[config.mk]
export PLATFORM = sky130hd
export DESIGN_NAME = alu_exec_unit
export DESIGN_NICKNAME = d
export VERILOG_FILES = /design/src/rtl/alu_pkg.sv /design/src/rtl/alu_comb_core.sv /design/src/rtl/alu_exec_unit.sv
export SDC_FILE = /design/constraint.sdc
export NUM_CORES = 1
export LEC_CHECK = 0
export ABC_AREA = 1
export CORE_UTILIZATION = 55
export CTS_CLUSTER_SIZE = 30
export DETAILED_ROUTE_END_ITERATION = 10
export PLACE_DENSITY = 0.77
export SETUP_SLACK_MARGIN = 0.15
export SKIP_CTS_REPAIR_TIMING = 1
export SKIP_LAST_GASP = 1
export SLEW_MARGIN = 5
export SYNTH_ARGS = -nofsm -noshare
export SYNTH_HDL_FRONTEND = slang
export SYNTH_SLANG_ARGS = --single-unit
[constraint.sdc]
create_clock -name clk -period 8.1 [get_ports clk]
set_input_delay 1.215 -clock clk [delete_from_list [all_inputs] [get_ports clk]]
set_output_delay 1.215 -clock clk [all_outputs]
set_load 0.01 [all_outputs]
[src/rtl/alu_pkg.sv]
// Shared opcode constants and FSM state encoding for the execute-stage ALU.
package alu_pkg;

  localparam logic [3:0] ALU_AND = 4'b0000;
  localparam logic [3:0] ALU_OR  = 4'b0001;
  localparam logic [3:0] ALU_ADD = 4'b0010;
  localparam logic [3:0] ALU_SLL = 4'b0011;
  localparam logic [3:0] ALU_SUB = 4'b0110;
  localparam logic [3:0] ALU_SLT = 4'b0111;
  localparam logic [3:0] ALU_NOR = 4'b1100;

  typedef enum logic [1:0] {
    StIdle,
    StExec,
    StShift,
    StDone
  } alu_state_e;

endpackage

[src/rtl/alu_comb_core.sv]
// Combinational single-cycle ALU operations plus illegal-code detection.
// SLL is legal here but is computed by the iterative shifter in the top.
module alu_comb_core
  import alu_pkg::*;
#(
  parameter int unsigned WIDTH = 32
) (
  input  logic [3:0]       op,
  input  logic [WIDTH-1:0] a,
  input  logic [WIDTH-1:0] b,
  output logic [WIDTH-1:0] res,
  output logic             illegal
);

  logic lt;
  assign lt = $signed(a) < $signed(b);

  always_comb begin
    res     = '0;
    illegal = 1'b0;
    unique case (op)
      ALU_AND: res = a & b;
      ALU_OR:  res = a | b;
      ALU_ADD: res = a + b;
      ALU_SUB: res = a - b;
      ALU_SLT: res = {{(WIDTH-1){1'b0}}, lt};
      ALU_NOR: res = ~(a | b);
      ALU_SLL: res = '0;
      default: illegal = 1'b1;
    endcase
  end

endmodule

[src/rtl/alu_exec_unit.sv]
// Execute-stage ALU with valid/ready handshakes and a one-bit-per-cycle SLL.
module alu_exec_unit
  import alu_pkg::*;
#(
  parameter int unsigned WIDTH   = 32,
  parameter int unsigned SHIFT_W = 5
) (
  input  logic               clk,
  input  logic               reset,
  input  logic               in_valid,
  output logic               in_ready,
  input  logic [3:0]         alu_operation,
  input  logic               jr,
  input  logic [WIDTH-1:0]   operand_a,
  input  logic [WIDTH-1:0]   operand_b,
  input  logic [SHIFT_W-1:0] shamt,
  output logic               out_valid,
  input  logic               out_ready,
  output logic [WIDTH-1:0]   result,
  output logic               zero,
  output logic               jr_taken,
  output logic               illegal_op
);

  alu_state_e         state_q, state_d;
  logic [3:0]         op_q, op_d;
  logic               jr_q, jr_d;
  logic [WIDTH-1:0]   a_q, a_d;
  logic [WIDTH-1:0]   b_q, b_d;
  logic [SHIFT_W-1:0] cnt_q, cnt_d;
  logic [WIDTH-1:0]   result_q, result_d;
  logic               zero_q, zero_d;
  logic               jr_taken_q, jr_taken_d;
  logic               illegal_q, illegal_d;

  logic [WIDTH-1:0]   core_res;
  logic               core_illegal;

  alu_comb_core #(
    .WIDTH(WIDTH)
  ) u_core (
    .op      (op_q),
    .a       (a_q),
    .b       (b_q),
    .res     (core_res),
    .illegal (core_illegal)
  );

  always_comb begin
    state_d    = state_q;
    op_d       = op_q;
    jr_d       = jr_q;
    a_d        = a_q;
    b_d        = b_q;
    cnt_d      = cnt_q;
    result_d   = result_q;
    zero_d     = zero_q;
    jr_taken_d = jr_taken_q;
    illegal_d  = illegal_q;

    unique case (state_q)
      StIdle: begin
        if (in_valid) begin
          op_d  = alu_operation;
          jr_d  = jr;
          a_d   = operand_a;
          b_d   = operand_b;
          cnt_d = shamt;
          if (!jr && alu_operation == ALU_SLL && shamt != '0) begin
            state_d = StShift;
          end else begin
            state_d = StExec;
          end
        end
      end
      StExec: begin
        // jr wins over the op code, so a JR never reports an illegal op
        if (jr_q) begin
          result_d   = a_q;
          jr_taken_d = 1'b1;
          illegal_d  = 1'b0;
        end else if (op_q == ALU_SLL) begin
          result_d   = b_q;
          jr_taken_d = 1'b0;
          illegal_d  = 1'b0;
        end else begin
          result_d   = core_res;
          jr_taken_d = 1'b0;
          illegal_d  = core_illegal;
        end
        zero_d  = (result_d == '0);
        state_d = StDone;
      end
      StShift: begin
        // Counter reaching zero means all shifts are done; load on this edge
        if (cnt_q == '0) begin
          result_d   = b_q;
          zero_d     = (b_q == '0);
          jr_taken_d = 1'b0;
          illegal_d  = 1'b0;
          state_d    = StDone;
        end else begin
          b_d   = b_q << 1;
          cnt_d = cnt_q - SHIFT_W'(1);
        end
      end
      StDone: begin
        if (out_ready) state_d = StIdle;
      end
      default: state_d = StIdle;
    endcase
  end

  always_ff @(posedge clk or posedge reset) begin
    if (reset) begin
      state_q    <= StIdle;
      op_q       <= '0;
      jr_q       <= 1'b0;
      a_q        <= '0;
      b_q        <= '0;
      cnt_q      <= '0;
      result_q   <= '0;
      zero_q     <= 1'b0;
      jr_taken_q <= 1'b0;
      illegal_q  <= 1'b0;
    end else begin
      state_q    <= state_d;
      op_q       <= op_d;
      jr_q       <= jr_d;
      a_q        <= a_d;
      b_q        <= b_d;
      cnt_q      <= cnt_d;
      result_q   <= result_d;
      zero_q     <= zero_d;
      jr_taken_q <= jr_taken_d;
      illegal_q  <= illegal_d;
    end
  end

  assign in_ready   = (state_q == StIdle) && !reset;
  assign out_valid  = (state_q == StDone);
  assign result     = result_q;
  assign zero       = zero_q;
  assign jr_taken   = jr_taken_q;
  assign illegal_op = illegal_q;

endmodule

==> summary.md, run 1 <==
| Metric | Value |
|---|---|
| Status | `complete, no violations` |
| Starting DRC count in detailed routing | `1842` |
| Cell area after layout | `around 0.014 mm²` |
| Worst Skew | `19.7 ps` |
| Cell Rows | `54` |
| Startpoint type of the worst setup path | `input port` |
| Max Slew Vio Count | `0` |
| Post-synth top flop | `sky130_fd_sc_hd__dfrtp_1` |
| Final number of hold-violating endpoints | `0` |
| H-tree depth | `3` |
| Starting density of the core | `0.565` |
| Post-synthesis cell count | `approximately 2100` |
| Reported max-cap violation count | `0` |
| Clock tree from TritonCTS | `yes` |
| Number of nets produced by synthesis | `2298` |
| Fraction of the cycle the final worst path needs | `0.443` |
| Max Freq | `between 0.2 and 0.3 GHz` |
| Height of the die | `152 µm` |
| # setup viols final | `0` |
| Floorplan die width | `around 150 µm` |
| Largest net degree at the start of global routing | `75` |
| Sequential element share of the synthesized area | `0.223` |
| Smallest hold slack | `about 500 ps` |
| Number of synthesized flops with an enable pin | `0` |
| Area share of fa/ha/maj cells after synthesis | `0.118` |
| Area of placed instances | `approximately 0.014 mm²` |
| Clock-pin slew on the worst setup and hold paths | `80 ps` |
| Post-layout net count | `2352` |
| Buffer cell driving the clock tree root | `sky130_fd_sc_hd__clkbuf_16` |
| Area share of the largest cell type after synthesis | `0.223` |
| Setup repair after global routing missed its margin | `false` |
| Wire per inst | `19.9 µm` |
| Warning count from the yosys run | `0` |
| Full die area | `~0.023 mm²` |
| Global-route wire length before repair | `74.4 mm` |
| Mean instance size in the synthesized netlist | `5.92 µm²` |
| Period minus WS final | `3590 ps` |
| Mapped cell area | `roughly 0.012 mm²` |
| DRC | `0` |
| Worst-skew pair later-pin latency | `370 ps` |
| Total track usage | `0.417` |
| Congestion Overflow GR | `0` |
| Synthesized-area fraction occupied by and/or/nand/nor cells | `0.385` |
| Post-route ant nets | `0` |
| Setup TNS | `0 ps` |
| Unique masters post-synth | `49` |
| Number of antenna violations at the first check in global routing | `0` |
| Combinational family with the most area after synthesis | `simple AND/OR/NAND/NOR gates` |
| Antenna diode instance count | `0` |
| Layout cell share with drive strength beyond 1 | `0.0398` |
| Critical path endpoint category | `output pin` |
| Actual slew at the worst max-slew pin | `1000 ps` |
| Initial DRT Pass Iterations | `7` |
| Post-synthesis mux area share | `0.00161` |
| Detailed-route wire length | `48.7 mm` |
| Quantity of I/O buffers inserted on ports | `about 110` |
| Routability congestion estimate from global placement | `1.01` |
| Clock buffer count from CTS | `9` |
| Placeable core region | `between 0.02 and 0.025 mm²` |
| Half-perimeter wire length after placement | `38.7 mm` |
| Post-detailed-route via-to-cell ratio | `5.90` |
| Async SR Flop Fraction | `1.00` |
| Buffers from clock root to sink, at most | `2` |
| Synth Area in XOR/XNOR | `0.00141` |
| Setup Crit Path Kind | `input port to output pin` |
| Vias post-DR | `~14000` |
| Number of clock sinks | `111` |
| Largest fanout of any net on the critical path | `2` |
| Post-synth top area cell | `sky130_fd_sc_hd__dfrtp_1` |
| Type of the tightest min-delay check | `register to register` |
| Required @ worst endpoint | `just under 7000 ps` |
| Number of global-route vias before repair | `13200` |
| Synth area leaders | `sky130_fd_sc_hd__dfrtp_1, sky130_fd_sc_hd__nand2_1, sky130_fd_sc_hd__ha_1` |
| Arr. time, crit path | `2370 ps` |
| Post-synthesis register bit count | `111` |
| Area grow syn2layout | `12.2%` |
| Number of placed I/O pins | `115` |
| Post-synthesis compound-gate area fraction | `0.130` |
| Worst slew margin relative to its limit | `0.330` |
==> stage by stage <==
stage	cells	worst slack, ps	utilization
after global routing	2443	4290	0.634
final	2443	4510	0.634
after CTS	2443	4510	0.634
after global placement	2427	4520	0.620
after floorplan	2104	3950	-
after detailed placement	2427	4520	0.620
==> layer usage <==
metal | global-route usage | vias to the layer above | share of wire
met5 | 0 | - | 0
met2 | 0.625 | 917 | 0.42
met1 | 0.584 | 6646 | 0.42
li1 | - | 6733 | -
met4 | 0.162 | 0 | 0.040
met3 | 0.0907 | 108 | 0.13
==> flip-flops by register name, indices dropped and copies added, names as in the netlist <==
| register | count |
|---|---|
| jr_q | 1 |
| b_q | 32 |
| jr_taken | 1 |
| a_q | 32 |
| result | 32 |
| op_q | 4 |
| zero | 1 |
| illegal_op | 1 |
| state_q | 2 |
| cnt_q | 5 |
==> area by class of cell <==
cell class	instances	area [µm²]
Tap cell	280	350
Timing Repair Buffer	125	1220
Clock inverter	6	70.1
Inverter	364	1370
Clock buffer	10	239
Multi-Input combinational cell	1547	7940
Fill cell	2115	8050
Sequential cell	111	2780
==> layout by cell type (no fill, tap or decap), drive strengths merged <==
master / instances
or2: 5
a22oi: 1
and2: 4
o21a: 1
mux2i: 2
a221oi: 24
nand3: 159
o2111ai: 1
nor2: 224
nand3b: 1
a211oi: 4
o21ai: 105
xnor2: 1
a21oi: 93
fa: 2
nor3: 15
inv: 362
or4: 1
nor4: 4
o21bai: 10
a21o: 1
a21boi: 2
o22ai: 2
a22o: 1
nand4: 53
clkbuf: 10
buf: 11
clkdlybuf4s50: 114
o211ai: 4
ha: 114
a31oi: 31
dfrtp: 111
clkinv: 8
xor2: 1
nand2: 681
==> synth_stat cells, types with 3 or more instances <==
cell type / n
sky130_fd_sc_hd__ha_1: 114
sky130_fd_sc_hd__o21ai_1: 9
sky130_fd_sc_hd__nor3_2: 3
sky130_fd_sc_hd__nand2_1: 674
sky130_fd_sc_hd__nor3_1: 12
sky130_fd_sc_hd__a21oi_1: 90
sky130_fd_sc_hd__o21ai_0: 96
sky130_fd_sc_hd__a21oi_2: 3
sky130_fd_sc_hd__nor2_2: 12
sky130_fd_sc_hd__buf_4: 8
sky130_fd_sc_hd__a221oi_1: 23
sky130_fd_sc_hd__nor4_1: 4
sky130_fd_sc_hd__buf_1: 7
sky130_fd_sc_hd__dfrtp_1: 111
sky130_fd_sc_hd__inv_1: 342
sky130_fd_sc_hd__nand3_1: 155
sky130_fd_sc_hd__clkinv_1: 6
sky130_fd_sc_hd__o21bai_1: 10
sky130_fd_sc_hd__and2_1: 4
sky130_fd_sc_hd__nand4_1: 53
sky130_fd_sc_hd__buf_2: 28
sky130_fd_sc_hd__nand3_2: 4
sky130_fd_sc_hd__inv_2: 16
sky130_fd_sc_hd__o211ai_1: 4
sky130_fd_sc_hd__nand2_2: 6
sky130_fd_sc_hd__or2_2: 5
sky130_fd_sc_hd__clkbuf_1: 35
sky130_fd_sc_hd__nor2_1: 210
sky130_fd_sc_hd__a31oi_1: 31
sky130_fd_sc_hd__a211oi_1: 4
==> critical path, stage by stage <==
cell                              delay [ps]
sky130_fd_sc_hd__clkdlybuf4s50_1         480
sky130_fd_sc_hd__nor2_1                  130
sky130_fd_sc_hd__clkdlybuf4s50_1         540
==> path summary, 6_finish.rpt <==
kind                           start          to  slack, ps  depth (start not counted)
min in group asynchronous      reset  result[17]       1390                          2
max reg2reg                   b_q[2]        zero       4610                         20
min                        result[2]   result[2]        500                          1
max                            reset    in_ready       4510                          3
min reg2reg                result[2]   result[2]        500                          1
max in group asynchronous      reset      b_q[0]       5470                          3
==> logic make-up after synthesis <==
logic type,Yosys count
buffers and inverters,446
muxes,2
AOI/OAI and AO/OA,280
xor gates and xnor gates,2
adders and majority gates,116
DFF,111
and+or+nand+nor,1147
Power of run 1 is left out: the tool's default activity adds up to more than one toggle a clock period on the data nets, which glitch-free logic cannot reach.
==> inputs of run 2 (changes only) <==
==> constraint.sdc (replaced) <==
create_clock -name clk -period 3.7 [get_ports clk]
set_input_delay 0.555 -clock clk [delete_from_list [all_inputs] [get_ports clk]]
set_output_delay 0.555 -clock clk [all_outputs]
set_load 0.01 [all_outputs]
==> summary.md, run 2 (same netlist as run 1, synthesis figures left out) <==
| Metric | Value |
|---|---|
| Clock-pin slew on the worst setup and hold paths | `around 80 ps` |
| Post-detailed-route via-to-cell ratio | `between 5 and 6` |
| Worst slew margin relative to its limit | `0.307` |
| H-tree depth | `3` |
| Global-route wire length before repair | `76.8 mm` |
| Height of the die | `152 µm` |
| Buffer cell driving the clock tree root | `sky130_fd_sc_hd__clkbuf_16` |
| Number of fill cells | `2075` |
| Actual slew at the worst max-slew pin | `roughly 1000 ps` |
| Number of placed I/O pins | `115` |
| Total track usage | `0.438` |
| Total buffers and inverters traversed by the critical path | `3` |
| Startpoint type of the worst setup path | `register` |
| Starting density of the core | `0.565` |
| Detailed-route wire length | `51.2 mm` |
| Starting DRC count in detailed routing | `~2000` |
| Vias post-DR | `14600` |
| Clock tree from TritonCTS | `yes` |
| Setup Crit Path Kind | `register to register` |
| Congestion Overflow GR | `0` |
| Number of clock sinks | `111` |
| # setup viols final | `0` |
| Worst-skew pair later-pin latency | `360 ps` |
| Area grow syn2layout | `12.6%` |
| Setup TNS | `0 ps` |
| Arr. time, crit path | `3720 ps` |
| Max Freq | `0.292 GHz` |
| Wire per inst | `20.9 µm` |
| DRC | `0` |
| Quantity of I/O buffers inserted on ports | `approximately 110` |
| Max Slew Vio Count | `0` |
| Placeable core region | `0.0220 mm²` |
| Status | `complete, no violations` |
| Cell area after layout | `~0.014 mm²` |
| Number of antenna violations at the first check in global routing | `2` |
| Floorplan die width | `between 150 and 200 µm` |
| Fin util | `0.637` |
| Critical path's most frequent cell | `sky130_fd_sc_hd__nand2_1` |
| Worst Skew | `approximately 9.7 ps` |
| Slowest library cell on the worst path | `sky130_fd_sc_hd__dfrtp_2` |
| Cell Rows | `54` |
| Post-route ant nets | `0` |
| Commonest non-fill, non-tap cell in the layout | `sky130_fd_sc_hd__nand2_1` |
| Clock buffer count from CTS | `9` |
| Critical path endpoint category | `register` |
| Fraction of the cycle the final worst path needs | `0.927` |
| Required @ worst endpoint | `4000 ps` |
| Number of global-route vias before repair | `13700` |
| Area of placed instances | `0.0137 mm²` |
| Post-layout net count | `about 2400` |
| Buffers from clock root to sink, at most | `2` |
| Gate family responsible for the most delay along the worst path | `simple AND/OR/NAND/NOR gates` |
| Largest fanout of any net on the critical path | `10` |
| Setup repair after global routing missed its margin | `false` |
| Full die area | `between 0.02 and 0.025 mm²` |
| Largest net degree at the start of global routing | `76` |
| Most frequent cells in the layout | `sky130_fd_sc_hd__nand2_1, sky130_fd_sc_hd__inv_1, sky130_fd_sc_hd__nor2_1` |
| Initial DRT Pass Iterations | `9` |
| Final number of hold-violating endpoints | `0` |
| Routability congestion estimate from global placement | `1.11` |
| Layout cell share with drive strength beyond 1 | `0.0434` |
| Maximum cell stage delay along the critical path | `500 ps` |
| Reported max-cap violation count | `0` |
| Period minus WS final | `3430 ps` |
| Cell Chain, Critical Path | `inv_1, ha_2, nand2_1, nand2_1, inv_1, nand2_1, nand2_1, nand2_2, nand2_1, nand2_1, nand2_1, nand2_1, nand2_1, nand3_1, nand4_1, nand2_1, nand2_1, inv_1, nand2_1, nor2_1, nand2_1, a21oi_2` |
| Type of the tightest min-delay check | `register to register` |
| Half-perimeter wire length after placement | `40.7 mm` |
run 2: cell count changes in the layout (fill, tap and decap cells not counted), sizes merged:
cell	change
buf	+6
inv	-3
bufinv	+1
clkinv	-1
clkinvlp	+1
diode	+1
run 2: layer usage:
layer	share of wire	global-route usage
met5	0	0
met4	0.037	0.155
met3	0.15	0.145
met1	0.40	0.595
met2	0.41	0.648
run 2: worst reg2reg max path: stages, from the launching register on:
cell                      delay (ps)
sky130_fd_sc_hd__dfrtp_2         500
sky130_fd_sc_hd__inv_1           130
sky130_fd_sc_hd__ha_2            500
sky130_fd_sc_hd__nand2_1          80
sky130_fd_sc_hd__nand2_1         160
sky130_fd_sc_hd__inv_1            80
sky130_fd_sc_hd__nand2_1         230
sky130_fd_sc_hd__nand2_1         140
sky130_fd_sc_hd__nand2_2         140
sky130_fd_sc_hd__nand2_1          80
sky130_fd_sc_hd__nand2_1         130
sky130_fd_sc_hd__nand2_1          90
sky130_fd_sc_hd__nand2_1          80
sky130_fd_sc_hd__nand2_1          50
sky130_fd_sc_hd__nand3_1         200
sky130_fd_sc_hd__nand4_1         180
sky130_fd_sc_hd__nand2_1         140
sky130_fd_sc_hd__nand2_1          60
sky130_fd_sc_hd__inv_1            60
sky130_fd_sc_hd__nand2_1          50
sky130_fd_sc_hd__nor2_1          100
sky130_fd_sc_hd__nand2_1          70
sky130_fd_sc_hd__a21oi_2         110
run 2: per-stage QoR:
step	hold slack (ps)	worst slack (ps)	instances
finish	504	272	2448
global route	533	153	2448
global placement	474	344	2433
detailed placement	476	289	2433
floorplan	494	214	2104
CTS	503	267	2447
run 2: worst paths after layout:
check / start / endpoint / slack [ps] / depth (start not counted)
max: b_q[2] / zero / 270 / 22
min: result[24] / result[24] / 500 / 2
max reg2reg: b_q[2] / zero / 270 / 22
min reg2reg: result[24] / result[24] / 500 / 2
max in group asynchronous: reset / result[11] / 2280 / 3
min in group asynchronous: reset / state_q[1] / 610 / 2
run 2: area by class of cell:
class	instances	area, µm²	share of cell area
multi-input cells	1547	7950	0.566
repair buffers	131	1290	0.0922
clock inverters	4	57.6	0.00410
clock buffers	10	229	0.0163
flip-flops and latches	111	2780	0.198
diodes	1	2.50	0.000178
well taps	280	350	0.0250
inverters	364	1370	0.0976
Power of run 2 is left out for the same reason.
